===== config.mk =====
export PLATFORM = sky130hd
export DESIGN_NAME = ir_fetch_ctrl_flat
export DESIGN_NICKNAME = d
export VERILOG_FILES = /design/src/rtl/ir_fetch_ctrl_pkg.sv /design/src/rtl/ir_fetch_ctrl_if.sv /design/src/rtl/ir_fetch_ctrl_pc_counter.sv /design/src/rtl/ir_fetch_ctrl.sv /design/src/flat_wrapper.sv
export SDC_FILE = /design/constraint.sdc
export NUM_CORES = 1
export LEC_CHECK = 0
export CELL_PAD_IN_SITES_DETAIL_PLACEMENT = 0
export CELL_PAD_IN_SITES_GLOBAL_PLACEMENT = 1
export CORE_ASPECT_RATIO = 1.5
export CORE_MARGIN = 2
export CORE_UTILIZATION = 30
export DETAILED_ROUTE_END_ITERATION = 7
export PLACE_DENSITY = 0.9
export SLEW_MARGIN = 20
export SYNTH_ARGS = -nofsm -noshare
export SYNTH_HDL_FRONTEND = slang
export SYNTH_HIERARCHICAL = 1
export SYNTH_SLANG_ARGS = --single-unit

===== constraint.sdc =====
create_clock -name clock -period 2.3 [get_ports clock]
set_input_delay 0.46 -clock clock [delete_from_list [all_inputs] [get_ports clock]]
set_output_delay 0.46 -clock clock [all_outputs]
set_load 0.05 [all_outputs]

===== src/rtl/ir_fetch_ctrl_pkg.sv =====
// ----------------------------------------------------------------------------
// ir_fetch_ctrl_pkg
// Shared definitions for the instruction-register fetch controller:
//   - IR function-select encodings driven on ir_FunSel
//   - fetch FSM state encoding
//   - bus widths used by the controller, its interface and pc_counter
// ----------------------------------------------------------------------------
package ir_fetch_ctrl_pkg;

  localparam int unsigned PC_W   = 16;
  localparam int unsigned DATA_W = 8;
  localparam int unsigned WAIT_W = 8;

  // IR function-select encodings understood by the IR register.
  typedef enum logic [1:0] {
    IR_CLEAR = 2'b00,
    IR_LOAD  = 2'b01,
    IR_DEC   = 2'b10,
    IR_INC   = 2'b11
  } ir_funsel_e;

  // Fetch FSM states.
  typedef enum logic [2:0] {
    IDLE   = 3'd0,
    CLR    = 3'd1,
    REQ_LO = 3'd2,
    REQ_HI = 3'd3,
    DONE   = 3'd4,
    ERR    = 3'd5
  } fetch_state_e;

  // True for the two states that hold a memory request open.
  function automatic logic is_req_state(input fetch_state_e st);
    logic res;
    case (st)
      REQ_LO, REQ_HI: res = 1'b1;
      default:        res = 1'b0;
    endcase
    return res;
  endfunction

endpackage


===== src/rtl/ir_fetch_ctrl_if.sv =====
// ----------------------------------------------------------------------------
// ir_fetch_ctrl_if
// Memory-read handshake and IR-write bus between the fetch controller and
// the memory / IR register side.
//   mem_req, mem_addr          : byte read request and address (controller)
//   mem_data, mem_valid        : returned byte and its qualifier (memory)
//   ir_I, ir_FunSel, ir_LH,
//   ir_enable                  : IR write port (controller)
// Modports: master = controller, slave = memory / IR side.
// ----------------------------------------------------------------------------
interface ir_fetch_ctrl_if;
  import ir_fetch_ctrl_pkg::*;

  logic              mem_req;
  logic [PC_W-1:0]   mem_addr;
  logic [DATA_W-1:0] mem_data;
  logic              mem_valid;
  logic [DATA_W-1:0] ir_I;
  logic [1:0]        ir_FunSel;
  logic              ir_LH;
  logic              ir_enable;

  modport master (
    output mem_req, mem_addr, ir_I, ir_FunSel, ir_LH, ir_enable,
    input  mem_data, mem_valid
  );

  modport slave (
    input  mem_req, mem_addr, ir_I, ir_FunSel, ir_LH, ir_enable,
    output mem_data, mem_valid
  );

endinterface


===== src/rtl/ir_fetch_ctrl_pc_counter.sv =====
// ----------------------------------------------------------------------------
// pc_counter
// 16-bit program counter with synchronous load and increment.
//   clock    : rising-edge clock
//   reset    : synchronous active-high reset, clears pc to 0
//   load     : load pc from load_val (wins over inc)
//   inc      : pc <= pc + 1, modulo 2^16
//   load_val : value loaded when load is high
//   pc       : current program counter
// ----------------------------------------------------------------------------
module pc_counter
  import ir_fetch_ctrl_pkg::*;
(
  input  logic            clock,
  input  logic            reset,
  input  logic            load,
  input  logic            inc,
  input  logic [PC_W-1:0] load_val,
  output logic [PC_W-1:0] pc
);

  logic [PC_W-1:0] pc_r;

  // Program counter register; the add wraps naturally at 16 bits.
  always_ff @(posedge clock) begin
    if (reset) begin
      pc_r <= '0;
    end else if (load) begin
      pc_r <= load_val;
    end else if (inc) begin
      pc_r <= pc_r + 16'd1;
    end else begin
      pc_r <= pc_r;
    end
  end

  assign pc = pc_r;

endmodule


===== src/rtl/ir_fetch_ctrl.sv =====
// ----------------------------------------------------------------------------
// ir_fetch_ctrl
// Fetches a 16-bit instruction as two byte reads (low byte at pc, high byte
// at pc+1) and writes them into the IR, after first clearing the IR.
// Each byte waits at most TIMEOUT cycles for mem_valid; on expiry the fetch
// is aborted with a one-cycle error pulse.
//   clock, reset : clock and synchronous active-high reset
//   start        : begin a fetch (only looked at in IDLE)
//   pc_load      : load pc from pc_in (only looked at in IDLE)
//   pc_in        : new program-counter value
//   bus          : memory handshake + IR write port (master side)
//   pc           : current program counter
//   busy         : high whenever not IDLE
//   done         : one-cycle pulse, instruction complete in IR
//   error        : one-cycle pulse, fetch aborted on timeout
// TIMEOUT must be in 1..255.
// ----------------------------------------------------------------------------
module ir_fetch_ctrl
  import ir_fetch_ctrl_pkg::*;
#(
  parameter int unsigned TIMEOUT = 15
) (
  input  logic            clock,
  input  logic            reset,
  input  logic            start,
  input  logic            pc_load,
  input  logic [PC_W-1:0] pc_in,
  ir_fetch_ctrl_if.master bus,
  output logic [PC_W-1:0] pc,
  output logic            busy,
  output logic            done,
  output logic            error
);

  // Counter value seen in the last permitted waiting cycle of a byte.
  localparam logic [WAIT_W-1:0] WAIT_LAST = WAIT_W'(TIMEOUT - 1);

  fetch_state_e      state_r;
  fetch_state_e      state_next_s;
  logic [WAIT_W-1:0] wait_cnt_r;
  logic              wait_clr_s;
  logic              wait_inc_s;
  logic              pc_ld_s;
  logic              pc_inc_s;
  logic              accept_s;
  logic              mem_req_s;
  logic              ir_en_s;
  ir_funsel_e        ir_funsel_s;
  logic              ir_lh_s;
  logic [DATA_W-1:0] ir_i_s;
  logic              busy_s;
  logic              done_s;
  logic              error_s;

  // A byte returned while reset is asserted is discarded so that a reset
  // in the middle of a fetch never produces an IR write.
  assign accept_s = bus.mem_valid & ~reset & is_req_state(state_r);

  pc_counter u_pc_counter (
    .clock    (clock),
    .reset    (reset),
    .load     (pc_ld_s),
    .inc      (pc_inc_s),
    .load_val (pc_in),
    .pc       (pc)
  );

  // FSM state register.
  always_ff @(posedge clock) begin
    if (reset) begin
      state_r <= IDLE;
    end else begin
      state_r <= state_next_s;
    end
  end

  // Per-byte wait counter: cleared on entry to a request state, counts
  // request cycles that pass without mem_valid.
  always_ff @(posedge clock) begin
    if (reset) begin
      wait_cnt_r <= '0;
    end else if (wait_clr_s) begin
      wait_cnt_r <= '0;
    end else if (wait_inc_s) begin
      wait_cnt_r <= wait_cnt_r + 8'd1;
    end else begin
      wait_cnt_r <= wait_cnt_r;
    end
  end

  // Next-state and output decode.
  always_comb begin
    state_next_s = state_r;
    wait_clr_s   = 1'b0;
    wait_inc_s   = 1'b0;
    pc_ld_s      = 1'b0;
    pc_inc_s     = 1'b0;
    mem_req_s    = 1'b0;
    ir_en_s      = 1'b0;
    ir_funsel_s  = IR_CLEAR;
    ir_lh_s      = 1'b0;
    ir_i_s       = '0;
    busy_s       = 1'b1;
    done_s       = 1'b0;
    error_s      = 1'b0;

    case (state_r)
      IDLE: begin
        busy_s  = 1'b0;
        // pc_load and start together: pc is loaded on the same edge the
        // FSM leaves IDLE, so the fetch addresses the new pc.
        pc_ld_s = pc_load;
        if (start) begin
          state_next_s = CLR;
        end else begin
          state_next_s = IDLE;
        end
      end

      CLR: begin
        ir_en_s      = ~reset;
        ir_funsel_s  = IR_CLEAR;
        wait_clr_s   = 1'b1;
        state_next_s = REQ_LO;
      end

      REQ_LO, REQ_HI: begin
        mem_req_s = 1'b1;
        if (accept_s) begin
          ir_en_s     = 1'b1;
          ir_funsel_s = IR_LOAD;
          ir_lh_s     = (state_r == REQ_HI);
          ir_i_s      = bus.mem_data;
          pc_inc_s    = 1'b1;
          wait_clr_s  = 1'b1;
          if (state_r == REQ_LO) begin
            state_next_s = REQ_HI;
          end else begin
            state_next_s = DONE;
          end
        end else if (wait_cnt_r == WAIT_LAST) begin
          // This was the TIMEOUT-th cycle without data: abort, pc untouched.
          state_next_s = ERR;
        end else begin
          wait_inc_s = 1'b1;
        end
      end

      DONE: begin
        done_s       = ~reset;
        state_next_s = IDLE;
      end

      ERR: begin
        error_s      = ~reset;
        state_next_s = IDLE;
      end

      default: begin
        busy_s       = 1'b0;
        state_next_s = IDLE;
      end
    endcase
  end

  assign bus.mem_req   = mem_req_s;
  assign bus.mem_addr  = pc;
  assign bus.ir_enable = ir_en_s;
  assign bus.ir_FunSel = ir_funsel_s;
  assign bus.ir_LH     = ir_lh_s;
  assign bus.ir_I      = ir_i_s;
  assign busy          = busy_s;
  assign done          = done_s;
  assign error         = error_s;

endmodule


===== src/flat_wrapper.sv =====
// flat-port wrapper written by rule: the top's interface ports become plain ports
module ir_fetch_ctrl_flat import ir_fetch_ctrl_pkg::*;
#(
  parameter int unsigned TIMEOUT = 15
)
  (clock, reset, start, pc_load, pc_in, pc, busy, done, error, bus_mem_req, bus_mem_addr, bus_ir_I, bus_ir_FunSel, bus_ir_LH, bus_ir_enable, bus_mem_data, bus_mem_valid);
  ir_fetch_ctrl_if bus_i ();
  input  logic clock;
  input  logic reset;
  input  logic start;
  input  logic pc_load;
  input  logic [PC_W-1:0] pc_in;
  output logic [PC_W-1:0] pc;
  output logic busy;
  output logic done;
  output logic error;
  output wire logic [$bits(bus_i.mem_req)-1:0] bus_mem_req;
  output wire logic [$bits(bus_i.mem_addr)-1:0] bus_mem_addr;
  output wire logic [$bits(bus_i.ir_I)-1:0] bus_ir_I;
  output wire logic [$bits(bus_i.ir_FunSel)-1:0] bus_ir_FunSel;
  output wire logic [$bits(bus_i.ir_LH)-1:0] bus_ir_LH;
  output wire logic [$bits(bus_i.ir_enable)-1:0] bus_ir_enable;
  input wire logic [$bits(bus_i.mem_data)-1:0] bus_mem_data;
  input wire logic [$bits(bus_i.mem_valid)-1:0] bus_mem_valid;
  assign bus_mem_req = bus_i.mem_req;
  assign bus_mem_addr = bus_i.mem_addr;
  assign bus_ir_I = bus_i.ir_I;
  assign bus_ir_FunSel = bus_i.ir_FunSel;
  assign bus_ir_LH = bus_i.ir_LH;
  assign bus_ir_enable = bus_i.ir_enable;
  assign bus_i.mem_data = bus_mem_data;
  assign bus_i.mem_valid = bus_mem_valid;
  ir_fetch_ctrl #(.TIMEOUT(TIMEOUT)) u_core (.clock(clock), .reset(reset), .start(start), .pc_load(pc_load), .pc_in(pc_in), .bus(bus_i), .pc(pc), .busy(busy), .done(done), .error(error));
endmodule

### Word level (Yosys, flattened, before mapping)

Index checks and enable logic that the tools add are counted.

* word-level logic and storage cells: 45
* RAM bits: 0
* bits of input ports: 29
* ROM bits: 0
* output and inout bits: 48
* latch bits: 0
* bits in registers: 27
* memories: 0

* multiplexer cells: 25
* shift operators: 0
* $mul: 0
* bitwise logic cells: 3
* eq/ne operators: 7
* order comparisons: 0
* reductions and logical operators: 5
* divide/modulo/power cells: 0
* add/sub/neg operators: 2

Operators with widths (number)
* 16-bit two-way mux: 2
* 16-bit by 1-bit adder with 16-bit output, second input constant: 1
* 8-bit two-way mux: 2
* 1-bit two-way mux: 14
* 3-bit two-way mux: 3
* 3-bit one-hot mux with 3 select lines: 1
* 8-bit by 1-bit adder with 8-bit output, second input constant: 1
* 8-bit by 4-bit == test with 1-bit output, second input constant: 1
* 3-bit by 2-bit == test with 1-bit output, second input constant: 2
* 3-bit == test, second input constant: 2
* 5-bit OR reduction: 1
* 1-bit one-hot mux with 2 select lines: 2
* 2-bit OR reduction: 2
* 3-bit by 1-bit == test with 1-bit output, second input constant: 1
* 3-bit logical NOT: 1
* 3-bit by 1-bit != test with 1-bit output, second input constant: 1
* 1-bit bitwise AND: 2
* 2-bit two-way mux: 1
* 2-bit nonzero test: 1
* 1-bit NOT: 1

### Logic depth before layout (Yosys ltp)

* word-level depth: 8
* gate-level depth with buffers: 9
* gate-level depth less buffers: 6

### Cells and area by module

Netlist, hierarchy kept.

Modules (own cells, without submodules)
* pc_counter: instances 1, area an instance 984.7 um^2, seq. area each 320.3 um^2, cells each 112
* ir_fetch_ctrl: instances 1, area an instance 847.1 um^2, seq. area each 220.2 um^2, cells each 108

### Worst setup path before layout

No wires, ideal clock.

* path kind: input to output
* start point: in reset
* end point: out done
* setup slack: 0.026 ns
* stages on the path: 3
* buffers on the path: 1
* data required time: 1.840 ns
* arrival time: 1.814 ns
* cells stage by stage: buf_2 > nand2b_1 > nor3_1

* word-level cells in the longest chain between the ends: 2

RTL lines
* from (decl): RTL line flat_wrapper.sv:9 `input logic reset;`
* 1-bit NOT: RTL line ir_fetch_ctrl.sv:150 `done_s = ~reset;`
* 1-bit two-way mux: RTL line ir_fetch_ctrl.sv:107 `case (state_r)`
* to (decl): RTL line flat_wrapper.sv:15 `output logic done;`

No other way between the ends.

### Worst setup path in the final report

* start point: in bus_mem_valid
* end point: out bus_ir_I[6]

* word-level cells in the longest chain between the ends: 4

RTL lines
* from (decl): RTL line flat_wrapper.sv:24 `input wire logic [$bits(bus_i.mem_valid)-1:0] bus_mem_valid;`
* 1-bit bitwise AND (2 in series): RTL line ir_fetch_ctrl.sv:57 `assign accept_s = bus.mem_valid & ~reset & is_req_state(state_r);`
* 8-bit two-way mux: RTL line ir_fetch_ctrl.sv:129 `if (accept_s) begin`
* 8-bit two-way mux: RTL line ir_fetch_ctrl.sv:107
* to (decl): RTL line flat_wrapper.sv:19 `output wire logic [$bits(bus_i.ir_I)-1:0] bus_ir_I;`

No other way between the ends.

==> summary.txt <==
Status = finished, final reports clean
Critical Path Stages = 7
Total GRT Usage = 14.0%
Relative slew slack = 65.4%
First-pass GRT wire length = 7470 um
Core Box Area = 5870 um2
Hold violation total from the final report = 0
Post-Syn Instances = 220
Starting Density = 31.2%
MaxCap Viol Count = 0
Setup tns final = 0 ps
Die width = 67.8 um
CTS buffer count = 3
I/O Buffers = 75
CTS sink cnt = 27
Post-synth top cells = 27 x dfxtp_1, 21 x a21oi_1, 18 x buf_4
Synth warn = 6
Post-synth cell types = 43
Synthesized area = 1830 um2
H-tree depth = 1
CP peak stage delay = 500 ps
FF/Latch Area = 541 um2
Share of the synthesized area in the top cell type = 29.5%
Tmin final = 2210 ps
Leakage power total = 1.08 nW
Startpoint types = input port
CTS tree = done
Crit-path most repeated cell = buf_12
Nets@finish = 315
Initial antenna violation count = 0
Critical Path RT = 1840 ps
WHS Path Cells = 2
Critical path class = input port to output port
Filler cells = 570
Placed Cells = 350
Critical Path, Cell by Cell = clkdlybuf4s50_1 > inv_2 > nor3_2 > buf_4 > buf_12 > and2_1 > buf_12
Family with the most delay on the worst path = buffers and inverters
Slowest stage cell, crit path = clkdlybuf4s50_1
Vias/cell = 4.92
Io pins = 77
Max Clk Rate = 0.453 GHz
Row count = 34
Antenna diode count = 0
First-pass detailed-route iteration total = 4
Leading post-synthesis cells by cell area = dfxtp_1 30%, buf_4 7.4%, a21oi_1 5.7%, xor2_1 4.3%, o21a_1 4.1%
Main flop type after synthesis = dfxtp_1
Buf/Inv on CP = 5
Remaining DRCs = 0
Worst R2R Path Depth = 7
FFs w/ async S/R, synth = 0%
Crit path max fanout = 10
Die height = 99.7 um
Syn avg cell area = 8.33 um2
Proportion of layout cells with a drive suffix above 1 = 15.6%
Syn_nets = 252
R2r setup slk = 320 ps
Clock slew at reported path FFs = 90 ps
Area growth syn-to-layout = 50.0%
Most common cell in the netlist = dfxtp_1
CP startpoint = bus_mem_valid
Clk root buf = clkbuf_8
Multi-input gate area = 1030 um2
Seq cells post-synth = 27
Post_cts resized = 0
Largest net degree at the start of global routing = 30
Dpl hpwl = 3700 um
Unrepaired setup endpoints after global routing = no
Total Wirelength = 4660 um
Skew final = 1.95 ps
Min-delay worst type = flop to flop
Vias in the first global route = 1658
Final cell count without fillers = 354
Hold Buf Count CTS = 0
Worst skew pair latency = 270 ps
Post-CTS Setup Bufs = 0
Iter 0 DRT Violations = 92
EDFF count, synth = 0
Gpl congestion = 0.794
Die Area = 6760 um2
R2r startpoint = u_core/state_r[1]
Count of final max-slew check failures = 0
WL per Instance = 13.2 um
Gr ovfl total = 0
Biggest area consumer among synthesized cells = dfxtp_1
Hold wc startpoint = u_core/wait_cnt_r[4]
Endpoints failing setup = 0
Via Count = 1743
Post-route ant nets = 0
Maximum clock insertion buffer count = 2
Worst vdd ir = 246 uV
Seq/Total Area, Yosys = 29.5%
Fin crit share = 95.9%
Worst slew pin tran = 517 ps
Worst EP arrival = 1750 ps
CP Capture Type = output port
Power per cell area = 647 nW/um2
[placed cells by master (no fill, tap or decap), drive strengths merged]
| master | count |
|---|---|
| clkdlybuf4s50 | 60 |
| dfxtp | 27 |
| buf | 27 |
| a21oi | 21 |
| inv | 17 |
| nor2 | 15 |
| and2 | 11 |
| o21a | 10 |
| nor4 | 10 |
| xor2 | 9 |
| nor3 | 9 |
| nand3 | 8 |
| xnor2 | 8 |
| nand2 | 7 |
| nand4 | 7 |
| mux2i | 5 |
| clkbuf | 4 |
| o31ai | 3 |
| or4 | 3 |
| ha | 3 |
| nand2b | 3 |
| o21ai | 3 |
| a21boi | 1 |
| and3 | 1 |
| o21bai | 1 |
| nor2b | 1 |
| a211oi | 1 |
| nand3b | 1 |
| a2bb2oi | 1 |
| nand4b | 1 |
| o41ai | 1 |
| conb | 1 |
| or3 | 1 |
| a21o | 1 |
[sequential cells by signal, indices dropped and copies added, names as in the netlist]
register	count
u_core/state_r	3
u_core/wait_cnt_r	8
u_core/u_pc_counter/pc	16
[metrics by stage]
| stage | worst slack (ps) | total power [W] | cell area, um2 | hold WS [ps] | utilization, % |
|---|---|---|---|---|---|
| floorplan | 26.0 | 0.00124 | 1830 | 478 | - |
| finish | 94.1 | 0.00178 | 2750 | 530 | 46.8 |
| global route | 4.39 | 0.00188 | 2750 | 565 | 46.8 |
| CTS | 79.6 | 0.00180 | 2740 | 524 | 46.7 |
| global placement | -5.89 | 0.00151 | 2700 | 508 | 46.0 |
| detailed placement | -45.4 | 0.00152 | 2700 | 508 | 46.0 |
[routing by layer]
metal / global-route usage (%) / wire, um / up-vias
li1: - / - / 862
met1: 14.9 / 1770 / 812
met2: 27.1 / 2540 / 65
met3: 2.60 / 314 / 4
met4: 3.23 / 38 / 0
met5: 0 / 0 / -
[report_power, final]
| part | total [W] | switching, W | leakage, nW | internal, W |
|---|---|---|---|---|
| registers | 0.000618 | 0.0000970 | 0.221 | 0.000521 |
| clock network | 0.000269 | 0.000145 | 0.0228 | 0.000124 |
| logic | 0.000891 | 0.000549 | 0.832 | 0.000341 |
[final cells by class]
type | instances | share of cell area [%]
Multi-Input combinational cell | 147 | 37.5
Sequential cell | 27 | 19.7
Timing Repair Buffer | 87 | 35.6
Clock buffer | 4 | 1.64
Tap cell | 72 | 3.28
Inverter | 17 | 2.32
[worst register-to-register path, stage by stage, from the launching register on]
cell	delay, ps
dfxtp_1	550
nand2b_4	140
nor3_2	110
buf_4	160
nand4_4	240
or3_1	400
a21o_1	180
a21oi_1	130
[logic make-up after synthesis]
| group | share of synthesized area (%) |
|---|---|
| AO/OA/AOI/OAI | 14.5 |
| XOR/XNOR | 8.13 |
| adder cells (fa/ha/maj) | 2.05 |
| buffers and inverters | 14.5 |
| flip-flops | 29.5 |
| multiplexers | 2.73 |
| other | 0.205 |
| AND/OR/NAND/NOR | 28.3 |
[path summary, 6_finish.rpt]
check | to
max | bus_ir_I[6]
min | u_core/wait_cnt_r[4]
max reg2reg | u_core/u_pc_counter/pc[5]
min reg2reg | u_core/wait_cnt_r[4]
Note: power is estimated with default switching activity, not from simulation.
